### src/rtl/pipe_flow_ctrl.sv
// Front-end IF/ID/DP flow controller: decode-valid tracking, stall/kill generation, flush and trap sequencing.
// Optional perf counters are enabled by defining PIPE_PERF_CNT_EN.
module pipe_flow_ctrl #(
  parameter int FLUSH_CYCLES = 2,
  parameter int PERF_CNT_W   = 32
) (
  input  logic                  clk_i,
  input  logic                  reset_n_i,
  input  logic                  if_valid_i,
  input  logic                  illegal_inst_i,
  input  logic                  rob_full_i,
  input  logic                  rs_full_i,
  input  logic                  freelist_empty_i,
  input  logic                  mispredict_i,
  input  logic                  redirect_ack_i,
  output logic                  stall_IF_o,
  output logic                  kill_IF_o,
  output logic                  stall_ID_o,
  output logic                  kill_ID_o,
  output logic                  stall_DP_o,
  output logic                  kill_DP_o,
  output logic                  id_valid_o,
  output logic                  trap_o,
  output logic [PERF_CNT_W-1:0] stall_cycles_o,
  output logic [PERF_CNT_W-1:0] flush_cycles_o
);

  localparam int CNT_W = (FLUSH_CYCLES > 1) ? $clog2(FLUSH_CYCLES + 1) : 1;
  localparam logic [CNT_W-1:0] CNT_LOAD = CNT_W'(FLUSH_CYCLES - 1);

  typedef enum logic [1:0] {
    RUN   = 2'b00,
    FLUSH = 2'b01,
    TRAP  = 2'b10
  } state_t;

  state_t           state_reg, state_next;
  logic [CNT_W-1:0] cnt_reg, cnt_next;
  logic             id_valid_reg, id_valid_next;
  logic             dp_block;
  logic             stall_if, kill_if, stall_id, kill_id, stall_dp, kill_dp, trap;

  assign dp_block = id_valid_reg & (rob_full_i | rs_full_i | freelist_empty_i);

  always_ff @(posedge clk_i or negedge reset_n_i) begin
    if (!reset_n_i) begin
      state_reg    <= RUN;
      cnt_reg      <= '0;
      id_valid_reg <= 1'b0;
    end else begin
      state_reg    <= state_next;
      cnt_reg      <= cnt_next;
      id_valid_reg <= id_valid_next;
    end
  end

  always_comb begin
    state_next    = state_reg;
    cnt_next      = cnt_reg;
    id_valid_next = id_valid_reg;
    stall_if      = 1'b0;
    kill_if       = 1'b0;
    stall_id      = 1'b0;
    kill_id       = 1'b0;
    stall_dp      = 1'b0;
    kill_dp       = 1'b0;
    trap          = 1'b0;
    // A redirect from commit overrides whatever the current state is doing.
    if (mispredict_i) begin
      kill_if       = 1'b1;
      kill_id       = 1'b1;
      kill_dp       = 1'b1;
      state_next    = FLUSH;
      cnt_next      = CNT_LOAD;
      id_valid_next = 1'b0;
    end else begin
      case (state_reg)
        RUN: begin
          stall_if = dp_block;
          stall_id = dp_block;
          stall_dp = dp_block;
          id_valid_next = dp_block ? id_valid_reg : if_valid_i;
          if (illegal_inst_i && id_valid_reg && !dp_block) begin
            state_next    = TRAP;
            id_valid_next = 1'b0;
          end
        end
        TRAP: begin
          trap          = 1'b1;
          stall_if      = 1'b1;
          kill_id       = 1'b1;
          id_valid_next = 1'b0;
          if (redirect_ack_i) begin
            state_next = FLUSH;
            cnt_next   = CNT_LOAD;
          end
        end
        FLUSH: begin
          kill_if       = 1'b1;
          kill_id       = 1'b1;
          kill_dp       = 1'b1;
          id_valid_next = 1'b0;
          if (cnt_reg != '0) cnt_next = cnt_reg - 1'b1;
          else               state_next = RUN;
        end
        default: begin
          state_next    = RUN;
          id_valid_next = 1'b0;
        end
      endcase
    end
  end

  // Gating with reset keeps every output low while reset is held, even with mispredict_i active.
  assign stall_IF_o = stall_if & reset_n_i;
  assign kill_IF_o  = kill_if & reset_n_i;
  assign stall_ID_o = stall_id & reset_n_i;
  assign kill_ID_o  = kill_id & reset_n_i;
  assign stall_DP_o = stall_dp & reset_n_i;
  assign kill_DP_o  = kill_dp & reset_n_i;
  assign id_valid_o = id_valid_reg & reset_n_i;
  assign trap_o     = trap & reset_n_i;

`ifdef PIPE_PERF_CNT_EN
  logic [PERF_CNT_W-1:0] stall_cnt_reg, flush_cnt_reg;

  always_ff @(posedge clk_i or negedge reset_n_i) begin
    if (!reset_n_i) begin
      stall_cnt_reg <= '0;
      flush_cnt_reg <= '0;
    end else begin
      if (stall_dp && (stall_cnt_reg != '1)) stall_cnt_reg <= stall_cnt_reg + 1'b1;
      if ((state_reg == FLUSH) && (flush_cnt_reg != '1)) flush_cnt_reg <= flush_cnt_reg + 1'b1;
    end
  end

  assign stall_cycles_o = stall_cnt_reg;
  assign flush_cycles_o = flush_cnt_reg;
`else
  assign stall_cycles_o = '0;
  assign flush_cycles_o = '0;
`endif

endmodule
### config.mk
export PLATFORM = sky130hd
export DESIGN_NAME = pipe_flow_ctrl
export DESIGN_NICKNAME = d
export VERILOG_FILES = /design/src/rtl/pipe_flow_ctrl.sv
export SDC_FILE = /design/constraint.sdc
export NUM_CORES = 1
export LEC_CHECK = 0
export BUFFER_PORTS_ARGS = -buffer_cell sky130_fd_sc_hd__buf_2
export CAP_MARGIN = 0
export CORE_MARGIN = 2
export CORE_UTILIZATION = 39
export CTS_BUF_LIST = sky130_fd_sc_hd__clkbuf_4 sky130_fd_sc_hd__clkbuf_8
export DETAILED_ROUTE_END_ITERATION = 12
export GPL_ROUTABILITY_DRIVEN = 0
export GPL_TIMING_DRIVEN = 0
export HOLD_SLACK_MARGIN = 0.05
export PLACE_DENSITY_LB_ADDON = 0.12
export SYNTH_ARGS = -nofsm -noshare
export SYNTH_HDL_FRONTEND = slang
export SYNTH_SLANG_ARGS = --single-unit
### constraint.sdc
create_clock -name clk_i -period 1.88 [get_ports clk_i]
set_input_delay 0 -clock clk_i [delete_from_list [all_inputs] [get_ports clk_i]]
set_output_delay 0 -clock clk_i [all_outputs]
set_load 0.02 [all_outputs]
==> results of run 1 <==
[per-stage QoR]
stage	std cells	cell area (um^2)	util (%)	power (W)
floorplan	174	1140	-	0.000582
global placement	218	1260	57.0	0.000637
detailed placement	218	1260	57.0	0.000655
CTS	225	1320	59.6	0.000798
global route	225	1340	60.4	0.000877
finish	225	1340	60.4	0.000813
[synthesized netlist by cell type (all sizes together)]
library cell	count
buf	66
dfrtp	5
inv	5
ha	4
nand2b	3
nor2	3
and2	2
nand2	2
o21a	2
o21ai	2
o31ai	2
a2111oi	1
a21oi	1
a22o	1
a22oi	1
a311oi	1
a41o	1
and2b	1
and3	1
conb	1
nand3	1
nor2b	1
nor3	1
nor4bb	1
o21bai	1
or2	1
[routing by layer]
metal	routed length, um	vias to the layer above	global-route usage (%)
met1	633	295	13.1
li1	-	403	-
met4	11	0	2.56
met5	0	-	0
met3	213	3	5.14
met2	817	50	19.2
[area by class of cell]
type	count	area [um^2]
multi-input cells	98	523
plain buffers	66	495
clock buffers	3	22.5
repair buffers	19	110
inverters	5	18.8
clock inverters	1	5.00
fillers	209	877
well taps	28	35.0
flip-flops and latches	5	125
[worst max path at each step]
stage,start,to
after floorplan,state_reg[0],stall_IF_o
after global routing,state_reg[0],stall_IF_o
after global placement,state_reg[0],state_reg[0]
after detailed placement,state_reg[0],state_reg[0]
final,state_reg[0],stall_IF_o
after CTS,state_reg[0],stall_IF_o
[power breakdown]
part           internal, W  switching (W)  total, W
Clock            0.0000777      0.0000565  0.000134
Combinational     0.000233       0.000287  0.000520
Sequential        0.000135      0.0000240  0.000159
Total             0.000445       0.000367  0.000813
[worst max-delay path, delay by kind of cell (launching register included)]
kind          cells  cell delay, ps
flops             1             410
simple gates      3             540
buf+inv           2             260
fa+ha+maj         1             240
[cells by family (layout without fill, tap and decap cells)]
logic type | Yosys count | in the layout | share of synthesized area, %
AO/OA/AOI/OAI | 13 | 13 | 11.3
adder cells (fa/ha/maj) | 4 | 4 | 5.51
buffers and inverters | 71 | 94 | 56.6
flip-flops | 5 | 5 | 13.8
other | 1 | 64 | 0.413
AND/OR/NAND/NOR | 17 | 17 | 12.4
[what timing repair did]
action / CTS / global route
hold endpoints to repair: 7 / 0
setup endpoints to repair: 0 / 3
resized for setup: 0 / 3
hold buffers: 3 / 0
==> results.tsv, run 1 <==
metric	value	unit
drv_slew	0	
n_antenna_cell	0	
netlist_area	908	um^2
worst_ep_required_time	1880	ps
outcome	complete, no violations	
min_to	state_reg[0]	
drtIter0Drc	17	
antenna_left	0	
final_common_cell	buf_4	
yosysSeqAreaShare	13.8	%
reg2reg_slack	290	ps
synth_warnings	0	
critPathKind	reg2out	
antenna_found_initial	0	
cp_max_fo	5	
final_cell_mix	66 x buf_4, 64 x conb_1, 16 x buf_2	
tns	0	ps
avgSynthCellArea	8.18	um^2
route.vias.total	751	
hold_viol	0	
dp_slack	305	ps
cp_slowest_cell	dfrtp_1	
yosys.area.top_type	buf_4	
r2r-start	state_reg[0]	
min_period_over_period	90.5	%
max_freq	588	MHz
grt_overflow	0	
rsz0062_at_grt	false	
drt_wl_total	1680	um
grt_util_all_layers	11.4	%
rows	17	
root_buffer	clkbuf_4	
powerDensity	609	nW/um^2
final_net_count	211	
grt_max_degree	11	
worstPathCellList	inv_1, ha_2, nor4bb_4, and2_1, or2_1, buf_2	
grt_first_pass_wirelength	2300	um
cts_tree	yes	
max-vdd-ir-drop	0.000332	V
whs	75.6	ps
slowest_delay	410	ps
core	2210	um^2
max_cap_viol_count	0	
hp-class	in2reg	
reg2reg_depth	6	
post_drt_via_cell_ratio	3.34	
fp.dieW	52.3	um
wl_per_cell	7.44	um
setup_viol	0	
postCtsSetupBuffers	0	
r2r_end	state_reg[0]	
yosys.area.top_type_share	54.5	%
holdPathStages	3	
clkTransAtPathRegs	40	ps
clockBufferDepth	2	
firstDrtPassIters	4	
drc	0	
io_pins	81	
place_hpwl	1430	um
insertion_delay	260	ps
min_period	1700	ps
htreeDepth	1	
syn-instance-count	111	
die_y	52.3	um
die_area	2730	um^2
synth_cell_type_count	26	
start_util	41.1	%
total_leakage_power	0.867	nW
cts_sinks	5	
syn2layout_area_growth	47.0	%
timing.final.ws_setup	179	ps
portBuffers	16	
crit_path_end_kind	output port	
skew	11.0	ps
cts_made_buffers	3	
crit_arrival	1700	ps
crit_path_start_kind	register	
hp-start	illegal_inst_i	
grt_pass1_vias	564	
netlist_top_cells_area	buf_4 55%, dfrtp_1 14%, ha_1 5.5%	
ys_ff_latch	5	
drive_gt1_share	46.2	%
(Power assumes the default switching activity.)
==> inputs of run 2 (changes only) <==
--- a/config.mk
+++ b/config.mk
@@ -16,4 +16,5 @@
 export HOLD_SLACK_MARGIN = 0.05
 export PLACE_DENSITY_LB_ADDON = 0.12
+export SETUP_SLACK_MARGIN = 0.15
 export SYNTH_ARGS = -nofsm -noshare
 export SYNTH_HDL_FRONTEND = slang
==> constraint.sdc (replaced) <==
create_clock -name clk_i -period 1.88 [get_ports clk_i]
set_input_delay 0.094 -clock clk_i [delete_from_list [all_inputs] [get_ports clk_i]]
set_output_delay 0.094 -clock clk_i [all_outputs]
set_load 0.02 [all_outputs]
==> run 2 against run 1 <==
  * Largest cell class unchanged
  * Critical endpoint unchanged
  * Sequential power about the same
  * Register-to-register slack better by 60 ps
  * Critical path depth down 1
  * Non-clock buffer count is the same
  * Combinational power increased by 4.0%
  * Clock-buffer cell count did not move
  * Global-route usage is 0.12 points higher
  * Clock skew decreased by 1.7 ps
  * Final area is 0.94% higher
  * Worst setup slack gained 24 ps
==> results.tsv, run 2 (synthesized netlist as in run 1, its figures left out) <==
metric	value	unit
cp_slowest_cell	dfrtp_1	
drive_gt1_share	48.7	%
drt_wl_total	1670	um
max_freq	596	MHz
route.vias.total	732	
final_net_count	211	
htreeDepth	1	
antenna_left	0	
powerDensity	619	nW/um^2
grt_first_pass_wirelength	2320	um
fillers	210	
fin_area	1350	um^2
root_buffer	clkbuf_4	
drtIter0Drc	6	
post_drt_via_cell_ratio	3.25	
crit_arrival	1580	ps
grt_max_degree	11	
max_cap_viol_count	0	
firstDrtPassIters	4	
crit_path_start_kind	register	
cp_max_fo	4	
clockBufferDepth	2	
skew	9.26	ps
cts_made_buffers	3	
final_common_cell	buf_4	
insertion_delay	260	ps
slowest_delay	410	ps
hp-class	in2reg	
hold_viol	0	
outcome	complete, no violations	
wl_per_cell	7.42	um
drv_slew	0	
start_util	41.1	%
holdPathStages	2	
io_pins	81	
timing.final.ws_setup	203	ps
n_antenna_cell	0	
max-vdd-ir-drop	0.000351	V
die_area	2730	um^2
worst_ep_required_time	1790	ps
core	2210	um^2
syn2layout_area_growth	48.3	%
cts_sinks	5	
die_y	52.3	um
drc	0	
min_period	1680	ps
rsz0062_at_grt	true	
min_period_over_period	89.2	%
placed_area	1260	um^2
grt_util_all_layers	11.5	%
tns	0	ps
grt_pass1_vias	534	
total_leakage_power	0.871	nW
reg2reg_depth	6	
rows	17	
antenna_found_initial	0	
path_delay_family	simple AND/OR/NAND/NOR gates	
cts_tree	yes	
clkTransAtPathRegs	60	ps
grt_overflow	0	
final_cell_mix	70 x buf_4, 64 x conb_1, 14 x buf_2	
place_hpwl	1430	um
critPathBufInv	2	
dp_slack	238	ps
worst-path-stages	5	
crit_path_end_kind	output port	
worstPathCellList	inv_2, ha_1, and3_1, or2_1, buf_4	
fp.dieW	52.3	um
portBuffers	16	
setup_viol	0	
critPathKind	reg2out	
==> run 2: changes by cell type in the layout (fill, tap and decap cells not counted), sizes merged <==
cell	before	now
buf	82	84
dlygate4sd3	3	1
==> run 2: metrics by stage <==
step	hold slack (ps)	instances	utilization, %	total power (W)
2_1_floorplan	-202	174	-	0.000582
3_3_place_gp	-54.0	218	57.0	0.000637
3_5_place_dp	-54.9	218	57.0	0.000655
4_1_cts	96.1	223	59.9	0.000822
5_1_grt	94.5	225	60.9	0.000898
6_report	103	225	60.9	0.000835
==> run 2: metal layers <==
layer  GRT usage, %  vias to the layer above  part of all wire, %
li1               -                      402                    -
met1           13.7                      281                   37
met2           19.0                       49                   50
met3           5.14                        0                   13
met4           2.56                        0                    0
met5              0                        -                    0
==> run 2: final timing paths <==
check	end	start	slack, ps
setup / recovery	stall_IF_o	state_reg[0]	200
hold / removal	id_valid_reg	if_valid_i	100
setup reg to reg	cnt_reg[0]	state_reg[0]	350
hold reg to reg	cnt_reg[1]	cnt_reg[1]	570
max in group asynchronous	state_reg[0]	reset_n_i	1490
min in group asynchronous	id_valid_reg	reset_n_i	210
==> run 2: power by group <==
part,switching (W),leakage (nW),internal [W]
Sequential,0.0000257,0.0617,0.000135
Clock,0.0000560,0.0177,0.0000777
Combinational,0.000294,0.791,0.000247
==> run 2: area by class of cell <==
class                   instances  area (um^2)  share of cell area [%]
flip-flops and latches          5          125                    9.29
multi-input cells              98          536                    39.7
plain buffers                  66          495                    36.8
clock inverters                 1         5.00                   0.371
well taps                      28         35.0                    2.60
inverters                       5         18.8                    1.39
repair buffers                 19          110                    8.17
clock buffers                   3         22.5                    1.67
==> run 2: timing repair <==
action                     4_1_cts  5_1_grt
hold endpoints to repair         5        0
buffers inserted                 0        2
setup endpoints to repair        3        4
hold buffers                     1        0
resized for setup                5        5
pin swaps                        0        1
==> inputs of run 3 (changes only) <==
Settings changed: ABC_AREA set to 1.
==> run 3 against run 2 <==
  * Hold slack got worse by 17 ps
  * Final cell count rose by 8.4%
  * Clock-buffer cell count rose by 1
  * Clock power fell by 3%
  * Highest routed layer unchanged
==> results.tsv, run 3 <==
metric	value	unit
antenna_found_initial	0	
hp-class	in2reg	
insertion_delay	230	ps
async_flop_share	100	%
cts_tree	yes	
synth-edff-count	0	
grt_overflow	0	
yosysMostFrequentCell	buf_4	
setup_viol	0	
cts_sinks	5	
synth_warnings	0	
netlist_area	898	um^2
r2r_end	cnt_reg[1]	
netlist_top_cells_area	buf_4 55%, dfrtp_1 14%, nand2_1 6.7%	
critPathKind	reg2out	
cp-endpoint	stall_ID_o	
placed_area	1250	um^2
ys_ff_latch	5	
io_pins	81	
die_y	52.0	um
core	2190	um^2
synth-main-ff-cell	dfrtp_1	
crit_arrival	1500	ps
final_cells	244	
final_common_cell	buf_4	
avgSynthCellArea	7.02	um^2
yosysSeqAreaShare	13.9	%
fin_area	1340	um^2
n_antenna_cell	0	
skew	3.48	ps
rows	17	
min_period_over_period	84.8	%
grt_first_pass_wirelength	2150	um
max_cap_viol_count	0	
cts_made_buffers	3	
die_area	2700	um^2
startpoint	state_reg[0]	
synth_cell_type_count	16	
grt_max_degree	8	
crit_path_end_kind	output port	
final_cell_mix	71 x buf_4, 64 x conb_1, 16 x nand2_1	
cp_max_fo	3	
drive_gt1_share	45.4	%
post_drt_via_cell_ratio	3.20	
drt_wl_total	1470	um
clockBufferDepth	2	
firstDrtPassIters	2	
root_buffer	clkbuf_4	
tns	0	ps
r2r-start	state_reg[0]	
htreeDepth	1	
outcome	complete, no violations	
drtIter0Drc	1	
max_freq	628	MHz
start_util	41.0	%
powerDensity	731	nW/um^2
wl_per_cell	6.04	um
rsz0062_at_grt	false	
yosys.area.top_type	buf_4	
max-vdd-ir-drop	0.000465	V
worst_ep_required_time	1790	ps
final_net_count	230	
syn-instance-count	128	
grt_pass1_vias	605	
place_hpwl	1370	um
drv_slew	0	
portBuffers	16	
min_period	1590	ps
syn2layout_area_growth	48.9	%
antenna_left	0	
netlist_top_cells_count	66 x buf_4, 16 x nand2_1, 11 x inv_1, 8 x nor2_1, 7 x nand3_1	
route.vias.total	780	
total_leakage_power	0.922	nW
drc	0	
grt_util_all_layers	10.4	%
hold_viol	0	
reg2reg_slack	600	ps
yosys.area.top_type_share	55.2	%
fp.dieW	52.0	um
reg2reg_depth	7	
clkTransAtPathRegs	40	ps
crit_path_start_kind	register	
dp_cells	235	
## run 3: per-layer routing
layer	GRT usage, %	part of all wire (%)
met2	19.2	56
met4	5.70	0
met5	0	0
met1	10.1	33
met3	3.16	11
## run 3: kinds of logic (layout without fill, tap and decap cells)
logic type	count (synthesis)	count (layout)	share of synthesized area, %
AND/OR/NAND/NOR	35	35	16.9
adder cells (fa/ha/maj)	4	4	5.57
flip-flops	5	5	13.9
AO/OA/AOI/OAI	4	4	2.51
other	1	64	0.417
buffers and inverters	79	104	60.7
## run 3: layout make-up
class                      instances  area, um^2
fill                             202         853
buffer                            66         495
multi-input combinational        107         479
sequential                         5         125
timing repair buffer              21         123
inverter                          13        50.0
tap                               28        35.0
clock buffer                       4        30.0
## run 3: worst min-delay path by stage
stage | from | cells past startpoint | end | slack (ps)
after floorplan | reset_n_i | 0 | cnt_reg[0] | -200
after global placement | reset_n_i | 1 | id_valid_reg | -70
after detailed placement | reset_n_i | 1 | id_valid_reg | -70
after CTS | if_valid_i | 3 | id_valid_reg | 80
after global routing | if_valid_i | 3 | id_valid_reg | 100
final | if_valid_i | 3 | id_valid_reg | 90
## run 3: repair_timing
item                       in CTS  in global routing
resized for setup               2                  4
setup endpoints to repair       2                  3
setup buffers                   0                  4
pin swaps                       0                  3
hold buffers                    1                  0
hold endpoints to repair        5                  0
## run 3: where the power goes
group          internal [W]  total (W)  switching [W]
combinational      0.000276   0.000660       0.000384
sequential         0.000154   0.000188      0.0000341
clock             0.0000941   0.000130      0.0000355
total              0.000524   0.000978       0.000454
## run 3: metrics by stage
step | utilization [%] | total power, W | setup slack (ps) | hold slack [ps]
floorplan | - | 0.000682 | 279 | -202
global placement | 57.1 | 0.000756 | 366 | -72.9
detailed placement | 57.1 | 0.000775 | 328 | -66.3
CTS | 59.1 | 0.000918 | 160 | 83.4
global route | 61.1 | 0.00108 | 184 | 102
finish | 61.1 | 0.000978 | 286 | 86.9
## run 3: critical path: stages (launching register included)
cell     delay [ps]
dfrtp_1         390
inv_1            80
ha_1            140
inv_1            60
nor2_4          110
nand3_2         100
nor2_2          150
buf_4           110
buf_4           120
